## src/rtl/cordic_result_buffer.sv

```systemverilog
// cordic_result_buffer
// Small FIFO between the descale stage and the result consumer. The descale
// stage cannot be stalled, so results arriving while the buffer is full (and
// no pop happens in that cycle) are dropped and recorded in a sticky overflow.
// The head entry is held in output registers so that x/y/z/tag_out come
// straight from flops and stay stable while the consumer stalls.
module cordic_result_buffer #(
  parameter int DATA_W    = 32,
  parameter int TAG_W     = 8,
  parameter int DEPTH     = 4,
  parameter int AF_MARGIN = 1
) (
  input  logic                     clock,
  input  logic                     reset,
  input  logic [DATA_W-1:0]        x_in,
  input  logic [DATA_W-1:0]        y_in,
  input  logic [DATA_W-1:0]        z_in,
  input  logic [TAG_W-1:0]         tag_in,
  input  logic                     done_in,
  output logic                     out_valid,
  input  logic                     out_ready,
  output logic [DATA_W-1:0]        x_out,
  output logic [DATA_W-1:0]        y_out,
  output logic [DATA_W-1:0]        z_out,
  output logic [TAG_W-1:0]         tag_out,
  output logic [$clog2(DEPTH):0]   count,
  output logic                     almost_full,
  output logic                     overflow
);

  localparam int PTR_W = $clog2(DEPTH);
  localparam int CNT_W = PTR_W + 1;
  localparam int ENT_W = 3 * DATA_W + TAG_W;

  localparam logic [CNT_W-1:0] DEPTH_C  = CNT_W'(DEPTH);
  localparam logic [CNT_W-1:0] AF_LEVEL = CNT_W'(DEPTH - AF_MARGIN);
  localparam logic [CNT_W-1:0] ONE_C    = CNT_W'(1);

  typedef logic [ENT_W-1:0] entry_t;

  entry_t             mem_q [DEPTH];
  entry_t             mem_d [DEPTH];
  entry_t             head_q, head_d;
  entry_t             in_entry;
  logic [PTR_W-1:0]   wr_ptr_q, wr_ptr_d;
  logic [PTR_W-1:0]   rd_ptr_q, rd_ptr_d;
  logic [PTR_W-1:0]   rd_next;
  logic [CNT_W-1:0]   count_q, count_d;
  logic               out_valid_q, out_valid_d;
  logic               overflow_q, overflow_d;
  logic               push, pop, drop;

  assign in_entry = {x_in, y_in, z_in, tag_in};
  assign rd_next  = rd_ptr_q + PTR_W'(1);

  // Handshake decode: a full buffer still accepts a result if the head leaves this cycle.
  always_comb begin
    pop  = out_valid_q & out_ready;
    push = done_in & ((count_q != DEPTH_C) | pop);
    drop = done_in & ~push;
  end

  // Next-state for pointers, occupancy, head registers and storage.
  always_comb begin
    wr_ptr_d = push ? wr_ptr_q + PTR_W'(1) : wr_ptr_q;
    rd_ptr_d = pop  ? rd_next              : rd_ptr_q;

    count_d = count_q;
    case ({push, pop})
      2'b10:   count_d = count_q + ONE_C;
      2'b01:   count_d = count_q - ONE_C;
      default: count_d = count_q;
    endcase

    // The head copy only changes when the head leaves or an empty buffer fills;
    // with a single entry popped alongside a push, the pushed result is next.
    head_d = head_q;
    if (pop) begin
      if (count_q > ONE_C) begin
        head_d = mem_q[rd_next];
      end else if (push) begin
        head_d = in_entry;
      end
    end else if (push && (count_q == '0)) begin
      head_d = in_entry;
    end

    out_valid_d = (count_d != '0);
    overflow_d  = overflow_q | drop;

    mem_d = mem_q;
    if (push) begin
      mem_d[wr_ptr_q] = in_entry;
    end
  end

  // Control and head registers, cleared by the asynchronous reset.
  always_ff @(posedge clock or negedge reset) begin
    if (!reset) begin
      wr_ptr_q    <= '0;
      rd_ptr_q    <= '0;
      count_q     <= '0;
      out_valid_q <= 1'b0;
      overflow_q  <= 1'b0;
      head_q      <= '0;
    end else begin
      wr_ptr_q    <= wr_ptr_d;
      rd_ptr_q    <= rd_ptr_d;
      count_q     <= count_d;
      out_valid_q <= out_valid_d;
      overflow_q  <= overflow_d;
      head_q      <= head_d;
    end
  end

  // Storage array carries no reset; occupancy alone decides what is valid.
  always_ff @(posedge clock) begin
    mem_q <= mem_d;
  end

  assign out_valid   = out_valid_q;
  assign overflow    = overflow_q;
  assign count       = count_q;
  assign almost_full = (count_q >= AF_LEVEL);
  assign {x_out, y_out, z_out, tag_out} = head_q;

endmodule

```

## config.mk

```make
export PLATFORM = sky130hd
export DESIGN_NAME = cordic_result_buffer
export DESIGN_NICKNAME = d
export VERILOG_FILES = /design/src/rtl/cordic_result_buffer.sv
export SDC_FILE = /design/constraint.sdc
export NUM_CORES = 1
export LEC_CHECK = 0
export BUFFER_PORTS_ARGS = -buffer_cell sky130_fd_sc_hd__buf_4
export CAP_MARGIN = 15
export CORE_MARGIN = 10
export CORE_UTILIZATION = 40
export DETAILED_ROUTE_END_ITERATION = 8
export GPL_ROUTABILITY_DRIVEN = 0
export PLACE_DENSITY = 0.62
export RECOVER_POWER = 25
export SLEW_MARGIN = 10
export SYNTH_ARGS = -nofsm -noshare
export SYNTH_HDL_FRONTEND = slang
export SYNTH_SLANG_ARGS = --single-unit
```

## constraint.sdc

```tcl
create_clock -name clock -period 8.5 [get_ports clock]
set_input_delay 1.275 -clock clock [delete_from_list [all_inputs] [get_ports clock]]
set_output_delay 1.275 -clock clock [all_outputs]
set_load 0.03 [all_outputs]
```

; ---- Yosys cells after proc, flatten, opt, wreduce, memory -nomap -nowiden
; Index checks and enable logic that the tools add are counted.
[op_classes]
n_reduce_logical = 6
mul = 0
n_div = 0
magnitude_cmp = 5
eq_ne = 4
muxes = 11
n_addsub = 4
bitwise_logic = 8
shifts = 0
[ops]
columns = operator, count
row1 = $mux W104, 7
row2 = $bwmux W416, 1
row3 = $bmux W104 S2, 1
row4 = $demux W104 S2, 1
row5 = $ge A3 B3 Y1 const B, 2
row6 = $not A2 Y3, 2
row7 = $pmux W3 S2, 1
row8 = $add A2 B1 Y2 const B, 2
row9 = $add A3 B1 Y3 const B, 1
row10 = $and A1 B1 Y1, 3
row11 = $ge A3 B2 Y1 const B, 1
row12 = $gt A3 B1 Y1 const B, 1
row13 = $logic_not A3 Y1, 1
row14 = $lt A3 B1 Y1 const B, 1
row15 = $ne A3 B2 Y1 const B, 1
row16 = $ne A3 B3 Y1 const B, 1
row17 = $reduce_bool A3 Y1, 1
row18 = $sub A3 B1 Y3 const B, 1
row19 = $eq A2 B1 Y1 const B, 1
row20 = $eq A2 B2 Y1 const B, 1
row21 = $logic_and A1 B1 Y1, 2
row22 = $or A1 B1 Y1, 2
row23 = $reduce_and A2 Y1, 1
row24 = $reduce_bool A2 Y1, 1
row25 = $not A1 Y1, 1
[totals]
romBits = 0
inputBits = 108
ramBits = 0
latch_bits = 0
out_inout_bits = 110
memories = 0
reg_bits = 529
elab_cells = 48

; ---- Depth between registers and ports, before layout
[logic_depth]
word_depth = 7
depth_mapped = 13
depth_no_buf = 10

; ---- Least setup slack after synthesis
; OpenSTA, ideal clock, no wires.
[synth_timing]
path_kind = input -> register
startpoint = input out_ready
endpoint = register mem_q[0] in the netlist's numbering, enable pin
path_slack_ps = 3956
path_stages = 4
arrival_ps = 4068
setup_time_ps = 476
required_time_ps = 8024
n_path_buf = 0
cell_sequence = and2_4 inv_2 nand3_1 and3_1
[synth_between]
elab_chain_cells = 3
[synth_lines]
columns = item, line
row1 = from (decl), 21  ; input logic out_ready,
row2 = $and A1 B1 Y1, 58  ; pop = out_valid_q & out_ready;
row3 = $or A1 B1 Y1, 59  ; push = done_in & ((count_q != DEPTH_C) | pop);
row4 = $and A1 B1 Y1, 59
row5 = to (signal assigned), 118  ; mem_q <= mem_d;
row6 = to (decl), 41  ; entry_t mem_q [DEPTH];
; No other way between the ends.
; A chain may end at the register's enable or synchronous reset.

; ---- Worst setup path after layout
[layout_timing]
startpoint = input out_ready
endpoint = register head_q[90]
[layout_between]
elab_chain_cells = 6
[layout_lines]
columns = item, line
row1 = $and A1 B1 Y1 *, 58
row2 = $or A1 B1 Y1, 59
row3 = $and A1 B1 Y1, 59
row4 = $logic_and A1 B1 Y1, 84  ; end else if (push && (count_q == '0)) begin
row5 = $reduce_bool A2 Y1 (no source line), n/a
row6 = $reduce_and A2 Y1 (no source line), n/a
row7 = to (signal assigned), 105  ; head_q <= '0;
row8 = to (signal assigned), 112  ; head_q <= head_d;
row9 = to (decl), 43  ; entry_t head_q, head_d;
; Mark *: on every way between the ends. The rest lies on a longest branch, timed or not.

==> metrics.csv <==
stage,metric,value,unit
floorplan,core area,50270,um2
clock_tree,cts hold-fix bufs,0,
critical_path,CP Class,input port to flop,
grt,vias in the first global route,11050,
clock_tree,postcts setup bufs,0,
final_layout,FF/Latch Area,15330,um2
sta,Setup TNS,0,ns
synth,synthesized area,20370,um2
critical_path,buffers and inverters on the worst path,5,
final_layout,Multi-input gate area,4684,um2
placed_design,dpl hpwl,25330,um
critical_path,reg-to-reg startpoint,count[0],
critical_path,crit-path cells,buf_4 > and2_4 > inv_2 > nand3_1 > and2_1 > inv_1 > ha_1 > a32oi_4 > buf_4 > buf_4 > nor2_1 > a21oi_1,
clock_tree,H-tree Lvls,2,
min_path,Min-Delay Path Class,flop to flop,
sta,period utilisation layout,40.65,%
detailed_routing,WL/cell,21.90,um
critical_path,worst endpoint required time,9.00,ns
synth,Synth top area share,61.33,%
final_layout,area delta synth->final,18.50,%
critical_path,crit-path max cell delay,0.67,ns
final_layout,layout cells sized above 1,26.38,%
detailed_routing,DRT antenna net count,0,
final_layout,Finished Cell Area,24130,um2
critical_path,critical path's slowest cell,buf_4,
critical_path,Arrival @ worst endpoint,3.96,ns
grt,total congestion overflow,0,
synth,dominant cells by area after synthesis,"edfxtp_1 (61%), dfrtp_1 (14%), mux4_2 (12%)",
sta,count of final setup violators,0,
grt,GRT Overall Usage,14.44,%
final_layout,final core utilization,48.01,%
detailed_routing,initial DRC count,578,
clock_tree,Skew-Pair Late Insertion Delay,0.61,ns
sta,Clock Skew,0.02723,ns
critical_path,CP Capture Type,flop,
detailed_routing,via count,10290,
critical_path,largest fanout on the critical path,80,
synth,post-synthesis cell count,1055,
floorplan,row cnt,82,
placed_design,placed cell area,22620,um2
detailed_routing,DRC viols,0,
synth,"area leader, netlist",edfxtp_1,
final_layout,fill cell count,4264,
sta,Max-slew headroom,2.157,%
detailed_routing,vias per cell,5.142,
placed_design,input/output buffers,217,
floorplan,Die W,245.7,um
floorplan,Starting Density,40.51,%
grt,initial antenna violation count,4,
synth,Yosys Warn Count,0,
sta,Fin. Hold Viols,0,
synth,syn_area_per_cell,19.31,um2
grt,first-pass GRT wire length,67230,um
clock_tree,cts repair resizes,0,
sta,Highest Clock Rate,289.4,MHz
critical_path,Critical path origin,out_ready,
sta,unrepaired setup endpoints after global routing,no,
floorplan,chip height,245.7,um
job,maxcap violations,0,
final_layout,most frequent cells in the layout,"edfxtp_1 (416), buf_4 (156), dfrtp_1 (111)",
final_layout,NumNets Final,1402,
critical_path,Crit path max-delay family,buffers and inverters,
sta,"Slew Viols, Final",0,
run_status,outcome,completed,
critical_path,CP Launch Type,input port,
detailed_routing,routed wire length,43830,um
floorplan,Die ar.,60340,um2
min_path,min-delay src,overflow,
synth,sequential share of the synthesized area,75.22,%
power_and_ir_drop,P per Cell Area,382.7,nW/um2
synth,number of synthesized register bits,529,
synth,Cell variety after synth,30,
clock_tree,CTS buffer count,54,
grt,largest net degree at the start of global routing,91,
clock_tree,clock-pin transition on the worst setup and hold timing paths,0.06,ns
sta,min cycle time layout,3.455,ns
power_and_ir_drop,worst vdd ir,291.8,uV
detailed_routing,DR pass1 iterations,5,
floorplan,io pins,218,
critical_path,"most used cell, CP",buf_4,
clock_tree,clock sink count,529,
sta,measured slew at the worst slew-check pin,1.468,ns
clock_tree,CTS tree,yes,
power_and_ir_drop,LEAKAGE,8.927,nW
clock_tree,Max Buffers Root-to-Sink,3,
final_layout,"commonest non-fill, non-tap cell in the layout",edfxtp_1,
synth,Mapped Nets,1175,
clock_tree,Clock Tree Root,clkbuf_16,
worst register-to-register path: cells and delay by family (launching register included):
| kind | cells | cell delay, ns |
|---|---|---|
| buffers and inverters | 4 | 1.31 |
| AND/OR/NAND/NOR | 3 | 0.62 |
| adder cells (fa/ha/maj) | 2 | 0.50 |
| flip-flops | 1 | 0.42 |
| AO/OA/AOI/OAI | 2 | 0.34 |
registers in the layout (all words and copies together), names as in the netlist:
signal and flops:
mem_q 416, wr_ptr_q 2, overflow 1, count 3
rd_ptr_q 2, out_valid 1, head_q 104
path summary, 6_finish.rpt:
path	endpoint	slack [ns]	cells after the start
setup reg to reg	head_q[90]	5.24	11
max in group asynchronous	head_q[33]	5.91	2
hold reg to reg	overflow	0.48	1
setup / recovery	head_q[90]	5.04	12
min in group asynchronous	head_q[72]	1.02	1
hold / removal	overflow	0.48	1
per-stage QoR:
stage               cells  power, mW  setup slack [ns]  hold WS (ns)
floorplan            1055      6.010             3.957        0.5340
global placement     1898      6.978             4.525        0.4798
detailed placement   1898      7.019             4.453        0.4595
CTS                  1999      9.418             5.068        0.4815
global route         2001      9.750             4.795        0.5048
finish               2001      9.237             5.045        0.4806
synthesized netlist by cell type (all sizes together):
master	number
a21o	1
a21oi	105
a32oi	2
a41o	1
and2	2
and3	4
buf	44
clkbuf	16
dfrtp	113
edfxtp	416
ha	12
inv	10
mux2	1
mux2i	105
mux4	104
nand2	2
nand3	1
nand3b	1
nor2	105
o211ai	1
o21ai	3
o21bai	1
o22ai	1
or3	1
xnor2	3
power by group:
group	switching (mW)	total, mW	internal [mW]
Combinational	1.79	3.01	1.22
Clock	0.968	2.37	1.40
Sequential	0.339	3.86	3.52
Total	3.10	9.24	6.14
cells by family (layout without fill, tap and decap cells):
kind of cell	after synthesis	in the layout	share of synthesized area, %
adders and majority gates	12	12	0.7372
and+or+nand+nor	116	116	2.261
buffers and inverters	70	342	2.009
xor gates and xnor gates	3	3	0.1290
DFF	529	529	75.22
AOI/OAI and AO/OA	115	115	2.930
muxes	210	210	16.72
other	0	2	0
cell type report:
type	instances	share of cell area, %
antenna	2	0.02074
clock buffer	73	6.107
clock inverter	28	1.296
inverter	10	0.1555
multi-input combinational	456	19.41
sequential	529	63.51
tap	672	3.484
timing repair buffer	231	6.019
layer usage:
| metal | vias up | share of wire [%] | wire (um) | global-route usage [%] |
|---|---|---|---|---|
| li1 | 4613 | - | - | - |
| met3 | 55 | 5.2 | 2267 | 3.443 |
| met2 | 223 | 50 | 21940 | 24.10 |
| met5 | - | 0.087 | 38 | 0 |
| met4 | 4 | 1.7 | 756 | 3.630 |
| met1 | 5395 | 43 | 18820 | 18.71 |
Note: power is estimated with default switching activity, not from simulation.
